## config.mk

```make
export PLATFORM = sky130hd
export DESIGN_NAME = delay_scheduler
export DESIGN_NICKNAME = d
export VERILOG_FILES = /design/src/rtl/delay_scheduler.sv
export SDC_FILE = /design/constraint.sdc
export NUM_CORES = 1
export LEC_CHECK = 0
export ABC_AREA = 1
export CAP_MARGIN = 20
export CORE_MARGIN = 2
export CORE_UTILIZATION = 34
export CTS_CLUSTER_SIZE = 30
export DETAILED_ROUTE_END_ITERATION = 16
export DONT_BUFFER_PORTS = 1
export SLEW_MARGIN = 25
export SYNTH_ARGS = -nofsm -noshare
export SYNTH_HDL_FRONTEND = slang
export SYNTH_SLANG_ARGS = --single-unit
```

## constraint.sdc

```tcl
create_clock -name Clock -period 1.7 [get_ports Clock]
set_input_delay 0.085 -clock Clock [delete_from_list [all_inputs] [get_ports Clock]]
set_output_delay 0.085 -clock Clock [all_outputs]
set_load 0.01 [all_outputs]
```

## src/rtl/delay_scheduler.sv

```systemverilog
// delay_scheduler
//   One shared delay timer arbitrated round-robin among four requesters.
//   A winner holds Grant for MaxCount+1 cycles, then receives a one-cycle
//   Done pulse, after which the search pointer moves past it.
//
//   Parameters
//     MaxCount     : delay length in clock cycles (10000 for board builds)
//     NumberOfBits : delay counter width, MaxCount < 2**NumberOfBits
//
//   Ports
//     Clock   : single clock, rising edge
//     Reset   : synchronous, active-low
//     Request : level request per requester
//     Grant   : one-hot registered grant
//     GrantId : index of current / most recent grantee
//     Done    : registered one-cycle completion pulse to the grantee
//     Busy    : high whenever the FSM is not idle
//
//   Build option
//     DELAY_SCHED_ABORT_EN : when defined, dropping Request[GrantId] during
//                            the delay aborts the grant with no Done pulse.
module delay_scheduler #(
  parameter int unsigned MaxCount     = 3,
  parameter int unsigned NumberOfBits = 20
) (
  input  logic       Clock,
  input  logic       Reset,
  input  logic [3:0] Request,
  output logic [3:0] Grant,
  output logic [1:0] GrantId,
  output logic [3:0] Done,
  output logic       Busy
);

  typedef enum logic [1:0] {
    IDLE = 2'd0,
    RUN  = 2'd1,
    DONE = 2'd2
  } state_t;

  localparam logic [NumberOfBits-1:0] CountEnd = NumberOfBits'(MaxCount);

  state_t                  state;
  state_t                  state_next;
  logic [NumberOfBits-1:0] count;
  logic [NumberOfBits-1:0] count_next;
  logic [1:0]              ptr;
  logic [1:0]              ptr_next;
  logic [3:0]              grant_next;
  logic [1:0]              id_next;
  logic [3:0]              done_next;

  logic [1:0]              winner;
  logic [1:0]              idx;
  logic                    found;
  logic                    drop;

  // Round-robin search: first high request starting at ptr, wrapping mod 4.
  always_comb begin
    winner = ptr;
    idx    = ptr;
    found  = 1'b0;
    for (int unsigned i = 0; i < 4; i++) begin
      idx = ptr + 2'(i);
      if (!found && Request[idx]) begin
        winner = idx;
        found  = 1'b1;
      end
    end
  end

`ifdef DELAY_SCHED_ABORT_EN
  assign drop = ~Request[GrantId];
`else
  assign drop = 1'b0;
`endif

  // Next-state and registered-output logic.
  always_comb begin
    state_next = state;
    count_next = count;
    ptr_next   = ptr;
    grant_next = Grant;
    id_next    = GrantId;
    done_next  = '0;
    case (state)
      IDLE: begin
        if (found) begin
          state_next = RUN;
          id_next    = winner;
          grant_next = 4'b0001 << winner;
          count_next = '0;
        end
      end
      RUN: begin
        if (drop) begin
          state_next = IDLE;
          grant_next = '0;
          count_next = '0;
          ptr_next   = GrantId + 2'd1;
        end else if (count == CountEnd) begin
          state_next = DONE;
          grant_next = '0;
          count_next = '0;
          done_next  = 4'b0001 << GrantId;
        end else begin
          count_next = count + NumberOfBits'(1);
        end
      end
      DONE: begin
        state_next = IDLE;
        ptr_next   = GrantId + 2'd1;
      end
      default: begin
        state_next = IDLE;
        grant_next = '0;
        count_next = '0;
      end
    endcase
  end

  always_ff @(posedge Clock) begin
    if (!Reset) begin
      state   <= IDLE;
      count   <= '0;
      ptr     <= '0;
      Grant   <= '0;
      GrantId <= '0;
      Done    <= '0;
    end else begin
      state   <= state_next;
      count   <= count_next;
      ptr     <= ptr_next;
      Grant   <= grant_next;
      GrantId <= id_next;
      Done    <= done_next;
    end
  end

  assign Busy = (state != IDLE);

endmodule

```

==> Flow_metrics.wiki, run 1 <==
{| class="wikitable"
! Metric !! Value
|-
| Number of buffer and inverter stages on the critical path || 2
|-
| Family with the most delay on the worst path || simple AND/OR/NAND/NOR gates
|-
| Ranking of synthesized cells by area || sky130_fd_sc_hd__dfxtp_1 32%, sky130_fd_sc_hd__nand2_1 19%, sky130_fd_sc_hd__nand3_1 9.9%
|-
| Period Utilization, post-route || a little over nine tenths
|-
| Final routed wirelength across all metal layers || 5.836 mm
|-
| Clk sink count || 34
|-
| Floorplan core area || 5991 um2
|-
| Area growth, synth to finish || 30.40%
|-
| Endpoint type of the worst setup path || flip-flop
|-
| Minimum clock period after layout || 1.671 ns
|-
| Setup repair after global routing missed its margin || yes
|-
| Share of flip-flops with an asynchronous set or reset after synthesis || 0%
|-
| Post-synth top flop || sky130_fd_sc_hd__dfxtp_1
|-
| PnR worst setup slack || about 0.029 ns
|-
| Max Clock Skew || 0.004655 ns
|-
| Die width || 83.19 um
|-
| Leakage power total || 1.181 nW
|-
| Die height || about 83 um
|-
| Share of layout cells above drive strength 1 || between 20 and 30%
|-
| Count of antenna diodes in the layout || 0
|-
| Input/output buffers || 0
|-
| Clock latency reported for the late side of the worst-skew pair || ~0.3 ns
|-
| CTS max path bufs || 2
|-
| Sequential cell area fraction in the yosys report || a little under a third
|-
| Clock buffers created by TritonCTS || 5
|-
| Total routing usage reported by global routing || 16.75%
|-
| Max Clk Rate || 598.5 MHz
|-
| Final total negative setup slack || 0 ns
|-
| Outcome || finished, final reports clean
|-
| Vias in the first global route || 2071
|-
| Final routed DRC violation total || 0
|-
| Category of the most critical setup path || flip-flop to flip-flop
|-
| First-pass GRT wire length || a little under 10 mm
|-
| Post-synthesis net count || 350
|-
| Antenna violations before repair || 0
|-
| Critical Path Start Type || flip-flop
|-
| Maximum number of pins on one net before global-route repair || 19
|-
| Sum of internal, switching and leakage power || 0.001948 W
|-
| Netlist area before placement || 2132 um2
|-
| Crit path largest cell delay || approximately 0.38 ns
|-
| Ordered list of cells on the worst path || buf_6, nand2_2, nand2_2, nand2_2, nand2_4, nor2_4, nand3_2, nand2_2, nand2_4, buf_6, nand2_2, nand2_1, a21oi_1
|-
| Power Dens Cells || between 700 and 800 nW/um2
|-
| Max-slew violation count || 0
|-
| Placer congestion estimate || 0.8862
|-
| Layout Nets || 386
|-
| Clock edge transition at the registers on the reported setup and hold paths || around 0.08 ns
|-
| Number of flops mapped to enable cells by yosys || 0
|-
| Final global-route overflow total || 0
|-
| Vias per std cell || 5.193
|-
| Kind of path behind the tightest hold check || input port to flip-flop
|-
| CTS Root Cell || sky130_fd_sc_hd__clkbuf_8
|-
| Number of endpoints failing setup at the final stage || 0
|-
| WL per Instance || approximately 13 um
|-
| H-tree level count || 2
|-
| Top cell type's share of synthesized area || 31.92%
|-
| Reported max-cap violation count || 0
|-
| Average instance area after synthesis || 6.216 um2
|-
| Post-route insts no fill || between 400 and 500
|-
| Cell type contributing the most total cell area after synthesis || sky130_fd_sc_hd__dfxtp_1
|-
| Synth cell types || 28
|-
| Number of placement rows || 28
|-
| Initial Util || a little over a third
|-
| Iteration count of the initial detailed-routing pass || 4
|-
| Worst-margin pin slew || 0.3602 ns
|-
| Die area || 6920 um2
|-
| Data arrival time at the worst-slack endpoint || 1.90 ns
|-
| Seq cells post-synth || 34
|-
| Most common cell on crit path || sky130_fd_sc_hd__nand2_2
|-
| Warning count from the yosys run || 0
|-
| Number of cells in the design after placement || 440
|-
| Gate count after technology mapping || 343
|-
| Worst endpoint required time || ~1.9 ns
|-
| Rel. slew slack || between 70% and 80%
|-
| Worst path slowest cell || sky130_fd_sc_hd__dfxtp_4
|-
| Worst slack after detailed placement || -0.1235 ns
|-
| Worst Path Max Fanout || 8
|-
| Routed via count || 2363
|-
| Number of hold-slack violations in the final timing report || 0
|-
| Filler cell count in the final layout || around 620
|-
| Number of nets still failing antenna checks after routing || 0
|-
| Clock tree from TritonCTS || yes
|-
| Iteration-0 DRC count of the detailed router || 133
|-
| HPWL after detailed placement || roughly 4.2 mm
|-
| Highest ir drop seen on vdd || 510.8 uV
|-
| Ports placed on the boundary || 17
|}
synth_stat cells, types with 3 or more instances:
library cell and n:
sky130_fd_sc_hd__nand2_1 110, sky130_fd_sc_hd__nand3_1 42, sky130_fd_sc_hd__dfxtp_1 34, sky130_fd_sc_hd__inv_1 32
sky130_fd_sc_hd__a21oi_1 29, sky130_fd_sc_hd__nor2_1 21, sky130_fd_sc_hd__nand4_1 13, sky130_fd_sc_hd__nor3_1 12
sky130_fd_sc_hd__o21ai_0 8, sky130_fd_sc_hd__nand2_2 6, sky130_fd_sc_hd__clkbuf_1 5, sky130_fd_sc_hd__nor4_1 5
sky130_fd_sc_hd__or2_2 3, sky130_fd_sc_hd__xor2_1 3
placed cells by master (no fill, tap or decap), drive strengths merged:
cell type	instances
nand3	43
or2	3
dfxtp	34
nor4	5
a31o	1
nand2	118
bufinv	2
ha	1
o21ai	8
a21oi	29
clkinv	2
xnor2	1
dlygate4sd3	1
buf	38
xor2	3
nand3b	2
a21o	2
nand4	13
nor2	22
inv	34
clkbuf	5
nor3	13
through the flow:
step / util, % / instance area, um2 / hold slack [ns]
floorplan: - / 2132 / 0.2234
global placement: 40.14 / 2405 / 0.2343
detailed placement: 40.14 / 2405 / 0.2368
CTS: 42.96 / 2574 / 0.05705
global route: 46.41 / 2780 / 0.1155
finish: 46.41 / 2780 / 0.07003
worst paths after layout:
check / start / depth (start not counted) / end / slack, ns
setup / recovery: ptr[0] / 13 / count[11] / 0.03
hold / removal: Reset / 2 / Grant[3] / 0.07
setup reg to reg: ptr[0] / 13 / count[11] / 0.03
hold reg to reg: count[5] / 2 / count[5] / 0.51
sequential cells by signal (all words and copies together) (netlist names):
| name | cells |
|---|---|
| Done | 4 |
| Grant | 4 |
| GrantId | 2 |
| count | 20 |
| ptr | 2 |
| state | 2 |
where the power goes:
part / internal (W) / total, W / switching [W]
Sequential: 0.000808 / 0.000828 / 0.0000196
Clock: 0.000588 / 0.000926 / 0.000338
Combinational: 0.0000696 / 0.000195 / 0.000126
routing by layer:
metal  share of wire (%)  global-route usage (%)  vias up
met5                   0                       0        -
met4                 2.0                   6.557        0
met3                 5.3                   2.982       11
met2                  46                   25.51       72
met1                  47                   23.40     1075
li1                    -                       -     1205
logic make-up (layout without fill, tap and decap cells):
logic type	Yosys count	in the layout	synth area share [%]
and+or+nand+nor	219	219	46.89
buffers and inverters	45	82	9.155
AOI/OAI and AO/OA	40	40	9.800
DFF	34	34	31.92
xor gates and xnor gates	4	4	1.643
adders and majority gates	1	1	0.5868
repair_timing:
action                     4_1_cts  5_1_grt
buffers inserted                 1        5
hold endpoints to repair         4        0
setup endpoints to repair        9       30
pin swaps                        1       22
resized for setup                5       52
cloned                           0        0
hold buffers                     1        0
layout make-up:
cell class,instances,area [um2],share of cell area (%)
tap,75,93.84,3.375
inverter,35,153.9,5.536
clock inverter,3,68.82,2.475
multi-input combinational,264,1403,50.45
clock buffer,5,68.82,2.475
timing repair buffer,39,302.8,10.89
sequential,34,689.4,24.80
No activity file was read; power rests on OpenSTA's default activity.
==> run 2, diff against run 1 <==
- ABC_AREA: 1 -> default
- SETUP_SLACK_MARGIN: default -> 0.1
==> run 2 against run 1 <==
  * The run now ends with negative setup slack left
  * Synthesized cell count decreased by 46%
  * Worst hold slack improved by 0.0015 ns
  * Worst setup slack got worse by 0.079 ns
  * Flip-flop and latch count unchanged
  * Power decreased by 14%
==> Flow_metrics.wiki, run 2 <==
{| class="wikitable"
! Metric !! Value
|-
| Outcome || complete, but fails checks
|-
| Failing checks || negative setup slack
|-
| Ranking of synthesized cells by area || sky130_fd_sc_hd__dfxtp_1 42%, sky130_fd_sc_hd__nand2_1 5.3%, sky130_fd_sc_hd__xor2_1 4.8%
|-
| Number of nets still failing antenna checks after routing || 0 (unchanged)
|-
| Dominant combinational cell family by area after synthesis || simple AND/OR/NAND/NOR gates
|-
| Vias per std cell || 5.177 (-0.31%)
|-
| Leakage power total || 0.8027 nW (-32%)
|-
| Share of layout cells above drive strength 1 || 30.88% (+3.5 points)
|-
| Sequential cell area fraction in the yosys report || 41.59% (+9.7 points)
|-
| Final-layout worst hold slack || 0.07150 ns (+0.001477 ns)
|-
| Minimum clock period after layout || 1.750 ns (+0.07869 ns)
|-
| Count of cells along the worst register-to-register path || 5 (-8)
|-
| R2R Setup Slk || -0.05 ns (-0.08 ns)
|-
| Share of cell area taken by muxes after synthesis || 1.223% (+1.2 points)
|-
| H-tree level count || 2 (unchanged)
|-
| WL per Instance || 13.53 um (+5.5%)
|-
| Die height || 73.38 um (-12%)
|-
| Max Clock Skew || 0.009334 ns (+0.004680 ns)
|-
| Commonest cells post-synth || 34 x sky130_fd_sc_hd__dfxtp_1, 23 x sky130_fd_sc_hd__nand2_1, 17 x sky130_fd_sc_hd__nor2_1
|-
| Vias in the first global route || 1318 (-36%)
|-
| Leading cell type by number of instances after synthesis || sky130_fd_sc_hd__dfxtp_1
|-
| Iteration-0 DRC count of the detailed router || 41 (-69%)
|-
| Hold path startpoint || Reset
|-
| Initial Util || 34.88% (-0.71 points)
|-
| Storage cell area || 688.2 um2 (-0.18%)
|-
| CTS max path bufs || 2 (unchanged)
|-
| Max Clk Rate || 571.6 MHz (-4.5%)
|-
| Kind of path behind the tightest hold check || input port to flip-flop
|-
| Placer congestion estimate || 0.7830 (-12%)
|-
| Netlist area before placement || 1637 um2 (-23%)
|-
| First-pass GRT wire length || 6.161 mm (-36%)
|-
| Power Dens Cells || 790.3 nW/um2 (+13%)
|-
| Seq cells post-synth || 34 (unchanged)
|-
| Post-synthesis net count || 191 (-45%)
|-
| Count of antenna diodes in the layout || 0 (unchanged)
|-
| Layout Nets || 223 (-42%)
|-
| Final global-route overflow total || 0 (unchanged)
|-
| Gate count after technology mapping || 184 (-46%)
|-
| R2R Path End || count[17]
|-
| Highest ir drop seen on vdd || 270.8 uV (-47%)
|-
| Number of endpoints failing setup at the final stage || 20 (+20)
|-
| Rel. slew slack || 66.63% (-9.1 points)
|-
| Biggest regs || count: 20 flops, Done: 4 flops, Grant: 4 flops
|-
| Flip-flop count of the largest register, all copies and words added || 20 (unchanged)
|-
| Worst path slowest cell || sky130_fd_sc_hd__or4_4
|-
| PnR worst setup slack || -0.04961 ns (-0.07869 ns)
|-
| Endpoint type of the worst setup path || flip-flop
|-
| Die width || 73.38 um (-12%)
|-
| Ports placed on the boundary || 17 (unchanged)
|-
| Worst hold path depth || 3 (+1)
|-
| Category of the most critical setup path || flip-flop to flip-flop
|-
| Share of the synthesized area in compound gates (AO/OA/AOI/OAI) || 15.37% (+5.6 points)
|-
| Antenna violations before repair || 0 (unchanged)
|-
| Maximum number of pins on one net before global-route repair || 11 (-8)
|-
| Data arrival time at the worst-slack endpoint || 1.93 ns (+0.03 ns)
|-
| Max-slew violation count || 0 (unchanged)
|-
| Cell type contributing the most total cell area after synthesis || sky130_fd_sc_hd__dfxtp_1
|-
| Post-route insts no fill || 271 (-40%)
|-
| Critical Path Start Type || flip-flop
|-
| Setup repair after global routing missed its margin || yes
|-
| Number of cells in the design after placement || 259 (-41%)
|-
| Register ranked first by flip-flop count || count
|-
| Routed via count || 1403 (-41%)
|-
| Final routed wirelength across all metal layers || 3.666 mm (-37%)
|-
| Iteration count of the initial detailed-routing pass || 6 (+2)
|-
| Clock tree from TritonCTS || yes
|-
| Multi-input gate area || 1002 um2 (-29%)
|-
| Number of placement rows || 25 (-11%)
|-
| CTS Root Cell || sky130_fd_sc_hd__clkbuf_8
|-
| Number of hold-slack violations in the final timing report || 0 (unchanged)
|-
| Share of flip-flops with an asynchronous set or reset after synthesis || 0% (unchanged)
|-
| Top cell type's share of synthesized area || 41.59% (+9.7 points)
|-
| Worst-margin pin slew || 0.4965 ns (+0.1363 ns)
|-
| Crit path largest cell delay || 0.56 ns (+0.18 ns)
|-
| Clock buffers created by TritonCTS || 5 (unchanged)
|-
| Worst Path Max Fanout || 8 (unchanged)
|-
| Warning count from the yosys run || 0 (unchanged)
|-
| Area share of fa/ha/maj cells after synthesis || 0.7645% (+0.18 points)
|-
| Ordered list of cells on the worst path || or4_4, o31a_4, a21oi_4, buf_6, a21oi_1
|-
| Average instance area after synthesis || 8.894 um2 (+43%)
|-
| Commonest non-fill, non-tap cell in the layout || sky130_fd_sc_hd__dfxtp_1
|-
| Placed Area || 1886 um2 (-22%)
|-
| HPWL after detailed placement || 2.648 mm (-37%)
|-
| Period Utilization, post-route || 102.9% (+4.6 points)
|-
| Final cell area excluding filler cells || 2115 um2 (-24%)
|-
| Die area || 5385 um2 (-22%)
|-
| Reported max-cap violation count || 0 (unchanged)
|-
| Utilization of the core after routing || 45.07% (-1.3 points)
|-
| Final routed DRC violation total || 0 (unchanged)
|-
| Clock latency reported for the late side of the worst-skew pair || 0.29 ns (about the same)
|-
| Synth cell types || 50 (+79%)
|-
| Worst endpoint required time || 1.88 ns (-0.05 ns)
|-
| Total routing usage reported by global routing || 15.57% (-1.2 points)
|-
| Hold worst-path end || count[10]
|-
| Area growth, synth to finish || 29.20%
|-
| Commonest cells after routing, fill and taps aside || 28 x sky130_fd_sc_hd__dfxtp_1, 25 x sky130_fd_sc_hd__buf_4, 22 x sky130_fd_sc_hd__nand2_1
|-
| Simple-gate share of the synthesized area || 31.35% (-16 points)
|-
| Post-synth top flop || sky130_fd_sc_hd__dfxtp_1
|-
| Final total negative setup slack || -0.7485 ns (-0.7485 ns)
|-
| Floorplan core area || 4692 um2 (-22%)
|-
| Critical register-to-register path startpoint || count[13]
|-
| Share of the synthesized netlist area taken by xor and xnor gates || 6.957% (+5.3 points)
|-
| Clock edge transition at the registers on the reported setup and hold paths || 0.07 ns (about the same)
|-
| Number of flops mapped to enable cells by yosys || 0 (unchanged)
|-
| Input/output buffers || 0 (unchanged)
|-
| Clk sink count || 34 (unchanged)
|-
| Filler cell count in the final layout || 459 (-26%)
|}
-- run 2: worst max path at each step --
stage                    from        end  slack (ns)  cells after the start
finish              count[13]  count[17]       -0.05                      5
global route        count[13]  count[17]       -0.09                      5
CTS                 count[15]   count[5]      -0.006                      5
detailed placement  count[15]  count[18]      -0.003                      5
global placement    count[15]   count[5]        0.02                      5
floorplan           count[15]   count[0]        0.01                      5
-- run 2: metrics by stage --
| stage | power (W) | worst slack, ns |
|---|---|---|
| CTS | 0.001681 | -0.006430 |
| detailed placement | 0.0009494 | -0.003289 |
| floorplan | 0.0009222 | 0.01476 |
| global route | 0.001733 | -0.09020 |
| global placement | 0.0009481 | 0.01942 |
| finish | 0.001671 | -0.04961 |
-- run 2: per-layer routing --
layer	global-route usage (%)	part of all wire [%]
met5	0	0
met3	5.213	5.3
met2	25.63	47
met1	17.91	45
met4	8.081	2.1
-- run 2: worst max-delay path: cells and delay by family (launching register included) --
| family | cells | cell delay (ns) |
|---|---|---|
| DFF | 1 | 0.32 |
| AOI/OAI and AO/OA | 3 | 0.58 |
| buffers and inverters | 1 | 0.17 |
| and+or+nand+nor | 1 | 0.56 |
-- run 2: what timing repair did --
action	in CTS	in global routing
setup buffers	0	3
setup endpoints to repair	23	30
resized for setup	6	15
gates cloned	0	0
hold endpoints to repair	9	0
hold buffers	1	0
pin swaps	2	6
-- run 2: report_power, final --
part / total (W) / switching, W / internal, W
registers: 0.000827 / 0.0000177 / 0.000810
clock network: 0.000723 / 0.000285 / 0.000438
logic: 0.000121 / 0.0000623 / 0.0000584
total: 0.00167 / 0.000365 / 0.00131
-- run 2: cell type report --
cell class / instances / share of cell area, %
inverters: 2 / 0.3550
well taps: 54 / 3.195
flip-flops and latches: 34 / 32.54
multi-input cells: 143 / 47.40
clock inverters: 1 / 1.420
clock buffers: 7 / 3.609
repair buffers: 30 / 11.48
-- run 2: cell families after synthesis --
group | count (synthesis)
buffers and inverters | 7
flip-flops | 34
XOR/XNOR | 13
AO/OA/AOI/OAI | 35
multiplexers | 2
adder cells (fa/ha/maj) | 1
AND/OR/NAND/NOR | 92
==> run 3, diff against run 2 <==
- CELL_PAD_IN_SITES_DETAIL_PLACEMENT: default -> 2
- CELL_PAD_IN_SITES_GLOBAL_PLACEMENT: default -> 2
- CORE_ASPECT_RATIO: default -> 1.4
- PLACE_DENSITY_LB_ADDON: default -> 0.1
- clock period: 1.7 -> 2 ns (I/O delays scaled with it)
==> run 3 against run 2 <==
  * The flow now finishes without violations
  * Worst setup slack improved by 0.25 ns
  * Global-route usage rose by 3.3 points
  * Die area rose by 0.14%
  * Via count rose by 1.0%
  * Worst hold slack improved by 0.025 ns
  * Clock skew barely moved
  * Cell count fell by 3.7%
  * Count of clock-buffer cells in the layout did not move
  * Register-to-register slack improved by 0.25 ns
  * Cell area fell by 11%
  * Clock power fell by 27%
==> Flow_metrics.wiki, run 3 (same netlist as run 2, synthesis figures left out) <==
{| class="wikitable"
! Metric !! Value
|-
| CTS Root Cell || sky130_fd_sc_hd__clkbuf_8
|-
| Minimum clock period after layout || 1.803 ns (+0.05363 ns)
|-
| Number of placement rows || 29 (+16%)
|-
| Worst endpoint required time || 2.18 ns (+0.30 ns)
|-
| Die area || 5392 um2 (+0.14%)
|-
| HPWL after detailed placement || 3.552 mm (+34%)
|-
| WL per Instance || 18.11 um (+34%)
|-
| H-tree level count || 2 (unchanged)
|-
| Critical Path Start Type || flip-flop
|-
| Total routing usage reported by global routing || 18.86% (+3.3 points)
|-
| Number of endpoints failing setup at the final stage || 0 (-100%)
|-
| Area growth, synth to finish || 15.37%
|-
| First-pass GRT wire length || 7.686 mm (+25%)
|-
| Layout Nets || 205 (-8.1%)
|-
| Initial Util || 35.80% (+0.92 points)
|-
| Period Utilization, post-route || 90.16% (-13 points)
|-
| Flip-flop count of the largest register, all copies and words added || 20 (unchanged)
|-
| Data arrival time at the worst-slack endpoint || 1.98 ns (+0.05 ns)
|-
| Floorplan core area || 4572 um2 (-2.6%)
|-
| Clk sink count || 34 (unchanged)
|-
| Ports placed on the boundary || 17 (unchanged)
|-
| Ordered list of cells on the worst path || or4_4, o31a_4, a21oi_4, buf_4, nor2_1
|-
| Clock buffers created by TritonCTS || 5 (unchanged)
|-
| Clock latency reported for the late side of the worst-skew pair || 0.30 ns (about the same)
|-
| Final-layout worst hold slack || 0.09671 ns (+0.02520 ns)
|-
| Clock edge transition at the registers on the reported setup and hold paths || 0.07 ns (about the same)
|-
| Iteration-0 DRC count of the detailed router || 49 (+20%)
|-
| Die height || 86.09 um (+17%)
|-
| Vias in the first global route || 1572 (+19%)
|-
| Final global-route overflow total || 0 (unchanged)
|-
| Filler cell count in the final layout || 543 (+18%)
|-
| Placed Area || 1749 um2 (-7.2%)
|-
| Leakage power total || 0.6873 nW (-14%)
|-
| Final cell area excluding filler cells || 1888 um2 (-11%)
|-
| Worst Path Max Fanout || 7 (-1)
|-
| Crit path largest cell delay || 0.58 ns (+0.02 ns)
|-
| CTS max path bufs || 2 (unchanged)
|-
| Reported max-cap violation count || 0 (unchanged)
|-
| Final routed wirelength across all metal layers || 4.728 mm (+29%)
|-
| Input/output buffers || 0 (unchanged)
|-
| Outcome || finished, final reports clean
|-
| Max Clk Rate || 554.6 MHz (-3.0%)
|-
| Final routed DRC violation total || 0 (unchanged)
|-
| Setup repair after global routing missed its margin || no
|-
| Worst-margin pin slew || 0.5959 ns (+0.09946 ns)
|-
| Vias per std cell || 5.429 (+4.9%)
|-
| Number of hold-slack violations in the final timing report || 0 (unchanged)
|-
| Worst path slowest cell || sky130_fd_sc_hd__or4_4
|-
| Die width || 62.64 um (-15%)
|-
| Worst slack after detailed placement || 0.1331 ns (+0.1364 ns)
|-
| Max Clock Skew || 0.009573 ns (+0.0002390 ns)
|-
| Commonest non-fill, non-tap cell in the layout || sky130_fd_sc_hd__dfxtp_1
|-
| Iteration count of the initial detailed-routing pass || 3 (-3)
|-
| Number of nets still failing antenna checks after routing || 0 (unchanged)
|-
| Antenna violations before repair || 0 (unchanged)
|-
| Rel. slew slack || 60.19% (-6.4 points)
|-
| Clock tree from TritonCTS || yes
|-
| Placer congestion estimate || 0.7349 (-6.1%)
|-
| Endpoint type of the worst setup path || flip-flop
|-
| Number of buffer and inverter stages on the critical path || 1 (unchanged)
|-
| Count of antenna diodes in the layout || 0 (unchanged)
|-
| Kind of path behind the tightest hold check || input port to flip-flop
|-
| PnR worst setup slack || 0.1968 ns (+0.2464 ns)
|-
| Highest ir drop seen on vdd || 300.2 uV (+11%)
|-
| Power Dens Cells || 707.2 nW/um2 (-11%)
|-
| Biggest regs || count: 20 flops, Done: 4 flops, Grant: 4 flops
|-
| Category of the most critical setup path || flip-flop to flip-flop
|-
| Family with the most delay on the worst path || simple AND/OR/NAND/NOR gates
|-
| Register ranked first by flip-flop count || count
|-
| Routed via count || 1417 (+1.0%)
|-
| Commonest cells after routing, fill and taps aside || 32 x sky130_fd_sc_hd__dfxtp_1, 23 x sky130_fd_sc_hd__nand2_1, 17 x sky130_fd_sc_hd__nor2_1
|-
| Share of layout cells above drive strength 1 || 17.09% (-14 points)
|-
| Maximum number of pins on one net before global-route repair || 13 (+2)
|-
| Final total negative setup slack || 0 ns (+0.7485 ns)
|-
| Max-slew violation count || 0 (unchanged)
|}
[run 3: cell count changes in the layout (fill, tap and decap cells not counted), moves of 2 or more]
cell	change
sky130_fd_sc_hd__a21oi_1	+2
sky130_fd_sc_hd__a21oi_2	-2
sky130_fd_sc_hd__buf_4	-15
sky130_fd_sc_hd__buf_6	-4
sky130_fd_sc_hd__dfxtp_1	+4
sky130_fd_sc_hd__dfxtp_2	-4
sky130_fd_sc_hd__nor2_1	+2
sky130_fd_sc_hd__nor2_2	-2
[run 3: metrics by stage]
stage | power [W] | cells | utilization, %
final | 0.001335 | 261 | 41.30
after CTS | 0.001347 | 259 | 40.64
after floorplan | 0.0007816 | 184 | -
after detailed placement | 0.0008113 | 249 | 38.26
after global routing | 0.001389 | 261 | 41.30
after global placement | 0.0008044 | 249 | 38.26
[run 3: metal layers]
metal  GRT usage (%)  routed length (um)
met1           16.30                1673
met2           39.10                2834
met3           4.462                 130
met4           9.495                  89
met5               0                   0
[run 3: layout make-up]
type	count	area, um2	share of cell area [%]
multi-input combinational	143	923.4	48.91
sequential	34	683.2	36.18
timing repair buffer	12	105.1	5.567
clock buffer	7	86.33	4.573
tap	62	77.57	4.109
inverter	2	7.507	0.3976
clock inverter	1	5.005	0.2651
[run 3: path summary, 6_finish.rpt]
| check | depth (start not counted) | endpoint | start | slack (ns) |
|---|---|---|---|---|
| worst min register to register | 2 | count[1] | count[1] | 0.48 |
| worst max-delay path | 5 | count[10] | count[13] | 0.20 |
| worst min-delay path | 3 | Grant[2] | Reset | 0.1 |
| worst max register to register | 5 | count[10] | count[13] | 0.20 |
[run 3: worst min-delay path: stages]
cell,delay [ns]
sky130_fd_sc_hd__nand2_1,0.05
sky130_fd_sc_hd__nor2_1,0.09
sky130_fd_sc_hd__a22o_1,0.12
[run 3: where the power goes]
part	switching [W]	leakage, nW	internal, W
clock network	0.000254	0.0482	0.000278
registers	0.0000152	0.276	0.000688
logic	0.0000534	0.363	0.0000476
[run 3: timing repair]
| action | 4_1_cts | 5_1_grt |
|---|---|---|
| hold endpoints to repair | 9 | 0 |
| gates resized for setup | 0 | 4 |
| setup buffers | 1 | 2 |
| hold buffers | 1 | 0 |
| pin swaps | 0 | 1 |
| endpoints found under the setup margin | 1 | 18 |
